<file path="config.mk">
export PLATFORM = sky130hd
export DESIGN_NAME = activity_tracker
export DESIGN_NICKNAME = d
export VERILOG_FILES = /design/src/rtl/activity_tracker.sv
export SDC_FILE = /design/constraint.sdc
export NUM_CORES = 1
export LEC_CHECK = 0
export ABC_AREA = 1
export BUFFER_PORTS_ARGS = -buffer_cell sky130_fd_sc_hd__buf_2
export CAP_MARGIN = 5
export CORE_ASPECT_RATIO = 1.2
export CORE_MARGIN = 5
export CORE_UTILIZATION = 50
export DETAILED_ROUTE_END_ITERATION = 7
export PLACE_DENSITY_LB_ADDON = 0.15
export SETUP_SLACK_MARGIN = 0.02
export SYNTH_ARGS = -nofsm -noshare
export SYNTH_HDL_FRONTEND = slang
export SYNTH_SLANG_ARGS = --single-unit
</file>
<file path="constraint.sdc">
create_clock -name clk -period 3.3 [get_ports clk]
set_clock_uncertainty 0.2 [all_clocks]
set_input_delay 0.495 -clock clk [delete_from_list [all_inputs] [get_ports clk]]
set_output_delay 0.495 -clock clk [all_outputs]
set_load 0.05 [all_outputs]
</file>
<file path="src/rtl/activity_tracker.sv">
// activity_tracker
//   Step/activity statistics core. Steps come from an internal rate generator
//   (mode 0..2) or from a synchronised external step_in (mode 3). The core
//   keeps the total step count and the distance. It tracks initial-window and
//   high-activity seconds and rotates a display selector.
//   FSM: IDLE -> RUN <-> PAUSE. Statistics only move in RUN.
//
//   Optional feature macro: PEAK_RATE_EN adds peak_rate (max steps/second).
//
// Ports
//   clk, reset_n   clock, async active-low reset
//   start          level: 1 = run, 0 = pause
//   mode           0/1/2 internal generator at RATE0/1/2, 3 = external step_in
//   step_in        asynchronous external step signal
//   step_count     total steps (saturating)
//   distance       steps / STEPS_PER_UNIT (saturating)
//   init_count     qualifying seconds inside the initial window
//   high_time      accumulated high-activity seconds (saturating)
//   disp_sel       display item selector, rotates every DISP_SEC seconds
//   sat            step_count > SAT_LIMIT
//   running        FSM in RUN
//   peak_rate      (PEAK_RATE_EN only) highest per-second step count seen
module activity_tracker #(
    parameter int CLK_HZ         = 100000000,
    parameter int STEP_W         = 32,
    parameter int RATE0          = 32,
    parameter int RATE1          = 64,
    parameter int RATE2          = 128,
    parameter int STEPS_PER_UNIT = 1024,
    parameter int INIT_WINDOW_S  = 9,
    parameter int INIT_THRESH    = 32,
    parameter int HIGH_RATE      = 64,
    parameter int HIGH_MIN_S     = 60,
    parameter int SAT_LIMIT      = 9999,
    parameter int DISP_SEC       = 2
) (
    input  logic              clk,
    input  logic              reset_n,
    input  logic              start,
    input  logic [1:0]        mode,
    input  logic              step_in,
    output logic [STEP_W-1:0] step_count,
    output logic [15:0]       distance,
    output logic [7:0]        init_count,
    output logic [15:0]       high_time,
    output logic [1:0]        disp_sel,
    output logic              sat,
`ifdef PEAK_RATE_EN
    output logic [15:0]       peak_rate,
`endif
    output logic              running
);

    localparam logic [31:0] SEC_LAST  = 32'(CLK_HZ - 1);
    localparam logic [31:0] GEN_LAST0 = 32'(CLK_HZ / RATE0 - 1);
    localparam logic [31:0] GEN_LAST1 = 32'(CLK_HZ / RATE1 - 1);
    localparam logic [31:0] GEN_LAST2 = 32'(CLK_HZ / RATE2 - 1);
    localparam logic [31:0] SPU_LAST  = 32'(STEPS_PER_UNIT - 1);
    localparam logic [31:0] INIT_WIN  = 32'(INIT_WINDOW_S);
    localparam logic [31:0] INIT_TH   = 32'(INIT_THRESH);
    localparam logic [31:0] HI_TH     = 32'(HIGH_RATE);
    localparam logic [31:0] HI_MIN    = 32'(HIGH_MIN_S);
    localparam logic [16:0] HI_MIN_AD = 17'(HIGH_MIN_S);
    localparam logic [31:0] DISP_LAST = 32'(DISP_SEC - 1);
    localparam logic [63:0] SAT_LIM   = 64'(SAT_LIMIT);

    typedef enum logic [1:0] {S_IDLE, S_RUN, S_PAUSE} state_e;

    state_e            state_q, state_d;
    logic [1:0]        mode_q;
    logic [2:0]        sync_q;
    logic [31:0]       sec_q, sec_d, gen_q, gen_d, sub_q, sub_d;
    logic [31:0]       initsec_q, initsec_d, run_q, run_d, dcnt_q, dcnt_d;
    logic [STEP_W-1:0] steps_q, steps_d;
    logic [15:0]       dist_q, dist_d, bucket_q, bucket_d, high_q, high_d;
    logic [7:0]        init_q, init_d;
    logic [1:0]        disp_q, disp_d;
`ifdef PEAK_RATE_EN
    logic [15:0]       peak_q, peak_d;
`endif

    logic        run, start_run, mode_chg, gen_hit, ext_hit, step_pulse, tick;
    logic [31:0] gen_last, run_inc;
    logic [15:0] bucket_eff;
    logic [16:0] high_sum;

    // ---------------- FSM ----------------
    always_comb begin
        state_d = state_q;
        case (state_q)
            S_IDLE:  if (start)  state_d = S_RUN;
            S_RUN:   if (!start) state_d = S_PAUSE;
            S_PAUSE: if (start)  state_d = S_RUN;
            default: state_d = S_IDLE;
        endcase
    end

    assign run       = (state_q == S_RUN);
    assign start_run = (state_q == S_IDLE) && start;

    // ---------------- step sources ----------------
    always_comb begin
        case (mode)
            2'd0:    gen_last = GEN_LAST0;
            2'd1:    gen_last = GEN_LAST1;
            default: gen_last = GEN_LAST2;
        endcase
    end

    // A mode change restarts the generator phase; suppress a coincidental
    // hit in that same cycle so the new rate starts from a clean period.
    assign mode_chg   = (mode != mode_q);
    assign gen_hit    = (mode != 2'd3) && !mode_chg && (gen_q == gen_last);
    assign ext_hit    = (mode == 2'd3) && sync_q[1] && !sync_q[2];
    assign step_pulse = run && (gen_hit || ext_hit);
    assign tick       = run && (sec_q == SEC_LAST);

    // Steps landing on the tick cycle belong to the second that is ending.
    assign bucket_eff = (step_pulse && bucket_q != '1) ? bucket_q + 16'd1 : bucket_q;
    assign run_inc    = (run_q != '1) ? run_q + 32'd1 : run_q;

    // ---------------- datapath next state ----------------
    always_comb begin
        sec_d     = sec_q;
        gen_d     = gen_q;
        sub_d     = sub_q;
        initsec_d = initsec_q;
        run_d     = run_q;
        dcnt_d    = dcnt_q;
        steps_d   = steps_q;
        dist_d    = dist_q;
        bucket_d  = bucket_eff;
        high_d    = high_q;
        init_d    = init_q;
        disp_d    = disp_q;
        high_sum  = {1'b0, high_q};
`ifdef PEAK_RATE_EN
        peak_d    = peak_q;
`endif

        if (start_run)
            sec_d = '0;
        else if (run)
            sec_d = tick ? '0 : sec_q + 32'd1;

        if (start_run || mode_chg)
            gen_d = '0;
        else if (run && mode != 2'd3)
            gen_d = gen_hit ? '0 : gen_q + 32'd1;

        if (step_pulse) begin
            if (steps_q != '1) steps_d = steps_q + 1'b1;
            if (sub_q == SPU_LAST) begin
                sub_d = '0;
                if (dist_q != '1) dist_d = dist_q + 16'd1;
            end else begin
                sub_d = sub_q + 32'd1;
            end
        end

        if (start_run) begin
            bucket_d  = '0;
            initsec_d = '0;
        end

        if (tick) begin
            bucket_d = '0;

            if (initsec_q < INIT_WIN) begin
                initsec_d = initsec_q + 32'd1;
                if ({16'd0, bucket_eff} > INIT_TH && init_q != '1)
                    init_d = init_q + 8'd1;
            end

            // A run earns HIGH_MIN_S in one go when it first qualifies, then
            // one second per additional high second.
            if ({16'd0, bucket_eff} > HI_TH) begin
                run_d = run_inc;
                if (run_inc == HI_MIN)
                    high_sum = {1'b0, high_q} + HI_MIN_AD;
                else if (run_inc > HI_MIN)
                    high_sum = {1'b0, high_q} + 17'd1;
                high_d = high_sum[16] ? '1 : high_sum[15:0];
            end else begin
                run_d = '0;
            end

            if (dcnt_q >= DISP_LAST) begin
                dcnt_d = '0;
                disp_d = disp_q + 2'd1;
            end else begin
                dcnt_d = dcnt_q + 32'd1;
            end

`ifdef PEAK_RATE_EN
            if (bucket_eff > peak_q) peak_d = bucket_eff;
`endif
        end
    end

    // ---------------- registers ----------------
    always_ff @(posedge clk or negedge reset_n) begin
        if (!reset_n) begin
            state_q   <= S_IDLE;
            mode_q    <= '0;
            sync_q    <= '0;
            sec_q     <= '0;
            gen_q     <= '0;
            sub_q     <= '0;
            initsec_q <= '0;
            run_q     <= '0;
            dcnt_q    <= '0;
            steps_q   <= '0;
            dist_q    <= '0;
            bucket_q  <= '0;
            high_q    <= '0;
            init_q    <= '0;
            disp_q    <= '0;
`ifdef PEAK_RATE_EN
            peak_q    <= '0;
`endif
        end else begin
            state_q   <= state_d;
            mode_q    <= mode;
            sync_q    <= {sync_q[1:0], step_in};
            sec_q     <= sec_d;
            gen_q     <= gen_d;
            sub_q     <= sub_d;
            initsec_q <= initsec_d;
            run_q     <= run_d;
            dcnt_q    <= dcnt_d;
            steps_q   <= steps_d;
            dist_q    <= dist_d;
            bucket_q  <= bucket_d;
            high_q    <= high_d;
            init_q    <= init_d;
            disp_q    <= disp_d;
`ifdef PEAK_RATE_EN
            peak_q    <= peak_d;
`endif
        end
    end

    assign step_count = steps_q;
    assign distance   = dist_q;
    assign init_count = init_q;
    assign high_time  = high_q;
    assign disp_sel   = disp_q;
    assign sat        = 64'(steps_q) > SAT_LIM;
    assign running    = run;
`ifdef PEAK_RATE_EN
    assign peak_rate  = peak_q;
`endif

endmodule

</file>
==> results.json <==
{
  "rr_endpoint": "high_time[14]",
  "clkPwrFrac_pct": 46.3,
  "place_congestion": 0.923,
  "worst_slew_pin_slew_ns": 0.737,
  "fill_cells": 3061,
  "synth_fp_nets": 2196,
  "cts_max_path_buffers": 3,
  "wire_per_inst_um": 14.6,
  "cpMostUsedCell": "nand2_2",
  "cp.required_ns": 3.59,
  "outcome": "completed",
  "grt_max_degree": 68,
  "placed_area_sq_mm": 0.0177,
  "regArea_sq_mm": 0.00723,
  "synth.distinct_cells": 59,
  "rsz0062_at_grt": "false",
  "clkSinkCount": 289,
  "r2r-start": "run_q[1]",
  "vdd_ir_drop_max_mv": 0.654,
  "seq_power_share_pct": 46.6,
  "clk_latency_ns": 0.58,
  "multi_input_area_sq_mm": 0.00795,
  "grt_pass1_vias": 14400,
  "vias": 14500,
  "drive_gt1_share_pct": 12.1,
  "fin_crit_ns": 3.11,
  "finalHoldViolCount": 0,
  "initial_core_util_pct": 50.2,
  "syn-instance-count": 2174,
  "totalWireLength_um": 39900,
  "synth_area_sq_mm": 0.0165,
  "htreeDepth": 1,
  "yosys_warnings": 0,
  "layout_commonest_cell": "nand2_1",
  "min_path_type": "flip-flop to flip-flop",
  "die_area_sq_mm": 0.0368,
  "synth_flop_cell": "dfrtp_1",
  "final_cell_area_sq_mm": 0.0189,
  "min_from": "sync_q[0]",
  "power_switching_mw": 1.88,
  "synth_edf_count": 0,
  "detail_route.first_pass.iterations": 5,
  "dp_hpwl_um": 29300,
  "io_buffers": 81,
  "max_freq_mhz": 322,
  "reg2reg_setup_slack_ns": 0.21,
  "grt_first_pass_wirelength_um": 67900,
  "start_kind": "input port",
  "num_antenna_cells": 0,
  "die_w_um": 176,
  "drv_slew": 0,
  "switching_share_pct": 23.9,
  "clk_pin_slew_ns": 0.06,
  "drtIter0Drc": 955,
  "reg2reg_depth": 19,
  "hold_depth": 0,
  "ant_nets": 0,
  "critPathSlowestCell": "dlygate4sd3_1",
  "fin_setup_tns_ns": 0,
  "cp_slowest_stage_delay_ns": 0.53,
  "drc": 0,
  "ys_seq_area_share_pct": 43.8,
  "cts_buffers": 30,
  "cts_tree": "built",
  "avgSynthCellArea_sq_um": 7.60,
  "rows": 73,
  "cts-root-buf": "clkbuf_16",
  "cp.arrival_ns": 3.40,
  "area.growth.synth_to_final_pct": 14.6,
  "grt_overflow_total": 0,
  "async_flop_share_pct": 100,
  "synth-seq-cells": 289,
  "critPathCaptureType": "flip-flop",
  "final_nets": 2327,
  "slew_headroom_pct": 50.4,
  "maxCapViolations": 0,
  "critical_path_class": "input port to flip-flop",
  "p_per_area_mw_per_mm2": 416,
  "p_leak_nw": 9.60,
  "p_int_mw": 6.00,
  "antenna_found_initial": 0,
  "core_area_sq_mm": 0.0329,
  "min_to": "sync_q[1]",
  "grt_usage_pct": 21.6,
  "path_cells": "dlygate4sd3_1, clkbuf_4, inv_2, nand2_2, nand2_1, nand2_1, nor2_1, nand2_1, inv_1, nand3_1, nand2_2, buf_6, nand2_8, nor2_4, nand2_4, nor2_4, nand2_2, nor2_4, nand2_2, nor3_4, buf_4, xor2_1",
  "viasPerCell": 5.30,
  "pin_count": 82,
  "fp.dieH_um": 209,
  "final_cell_mix": "nand2_1 (499), inv_1 (305), dfrtp_1 (288)",
  "crit_fanout": 13,
  "comb_power_share_pct": 7.1,
  "fin_crit_sh_pct": 94.1,
  "setup_viol": 0
}
-- logic make-up (layout without fill, tap and decap cells) --
| kind of cell | count (synthesis) | after routing | synth area share, % |
|---|---|---|---|
| simple gates | 1190 | 1190 | 32.9 |
| buf+inv | 360 | 512 | 8.64 |
| mux | 1 | 1 | 0.0682 |
| compound gates | 186 | 186 | 6.45 |
| fa+ha+maj | 16 | 16 | 1.21 |
| flops | 289 | 289 | 43.8 |
| xor+xnor | 132 | 132 | 7.00 |
-- per-layer routing --
metal	routed length (um)	GRT usage, %
met5	0	0
met4	1010	6.62
met3	1780	3.27
met2	19800	38.0
met1	17300	27.7
-- registers in the layout, summed over array words and instances (netlist names) --
register	flops
bucket_q	16
dcnt_q	32
disp_sel	2
distance	16
gen_q	32
high_time	16
init_count	8
initsec_q	32
mode_q	2
run_q	32
sec_q	32
state_q	2
step_count	32
sub_q	32
sync_q	3
-- worst max-delay path, delay by kind of cell --
| family | cells | cell delay [ns] |
|---|---|---|
| and+or+nand+nor | 15 | 1.57 |
| buffers and inverters | 6 | 1.16 |
| xor gates and xnor gates | 1 | 0.14 |
-- power groups by stage --
stage	registers [mW]	clock network (mW)	logic (mW)
3_5_place_dp	3.74	0	0.556
4_1_cts	3.67	3.76	0.564
2_1_floorplan	3.77	0	0.297
3_3_place_gp	3.73	0	0.550
6_report	3.67	3.65	0.562
5_1_grt	3.68	3.89	0.636
-- cell type report --
class | count | area share (%)
Clock buffer | 40 | 4.64
Clock inverter | 13 | 1.02
Inverter | 317 | 6.35
Multi-Input combinational cell | 1525 | 42.0
Sequential cell | 289 | 38.2
Tap cell | 412 | 2.72
Timing Repair Buffer | 142 | 5.13
-- per-stage QoR --
stage / utilization [%] / hold slack (ns) / setup WS, ns / power, mW / instances
2_1_floorplan: - / -0.000591 / 0.501 / 4.07 / 2174
3_3_place_gp: 53.7 / 0.138 / 0.167 / 4.28 / 2673
3_5_place_dp: 53.7 / 0.139 / 0.0984 / 4.29 / 2673
4_1_cts: 57.1 / 0.156 / 0.107 / 8.00 / 2731
5_1_grt: 57.6 / 0.176 / 0.00815 / 8.21 / 2738
6_report: 57.6 / 0.154 / 0.194 / 7.89 / 2738
-- synth_stat cells (3+ instances only) --
| library cell | n | area share, % |
|---|---|---|
| clkbuf_1 | 23 | 0.52 |
| xor2_1 | 107 | 5.7 |
| inv_1 | 305 | 6.9 |
| nor3b_1 | 3 | 0.14 |
| xnor2_1 | 25 | 1.3 |
| or3_1 | 5 | 0.19 |
| nand2_1 | 501 | 11 |
| clkinv_1 | 3 | 0.068 |
| inv_2 | 8 | 0.18 |
| nand3_1 | 137 | 4.1 |
| a22oi_1 | 4 | 0.18 |
| o21ai_0 | 68 | 2.1 |
| o21a_1 | 4 | 0.18 |
| o211ai_1 | 5 | 0.23 |
| nand2_4 | 6 | 0.41 |
| a21oi_1 | 46 | 1.4 |
| o22ai_1 | 30 | 1.1 |
| or2_2 | 3 | 0.11 |
| buf_2 | 9 | 0.27 |
| nor4_1 | 41 | 1.6 |
| nand2_2 | 15 | 0.57 |
| ha_1 | 16 | 1.2 |
| o21ai_1 | 11 | 0.33 |
| and2_1 | 3 | 0.11 |
| and3_1 | 4 | 0.15 |
| nor3_1 | 78 | 2.4 |
| nand3_2 | 5 | 0.30 |
| nand3b_1 | 3 | 0.14 |
| dfrtp_1 | 289 | 44 |
| nor3_2 | 4 | 0.24 |
| nand4_1 | 73 | 2.8 |
| nor2_4 | 9 | 0.61 |
| buf_6 | 7 | 0.48 |
| a31oi_1 | 4 | 0.15 |
| nor2_2 | 16 | 0.61 |
| nor2_1 | 274 | 6.2 |
-- what timing repair did --
item	in CTS	in global routing
resized for setup	0	26
hold endpoints to repair	54	0
hold buffers	5	0
setup endpoints to repair	0	44
buffers inserted	0	7
-- how the worst max path moves through the flow --
stage / slack (ns) / endpoint / startpoint
after detailed placement: 0.1 / step_count[31] / mode[1]
after global placement: 0.17 / high_time[14] / run_q[1]
after CTS: 0.11 / high_time[14] / run_q[1]
after global routing: 0.008 / distance[11] / mode[1]
final: 0.19 / distance[11] / mode[1]
after floorplan: 0.50 / high_time[9] / run_q[0]
Note: power is estimated with default switching activity, not from simulation.
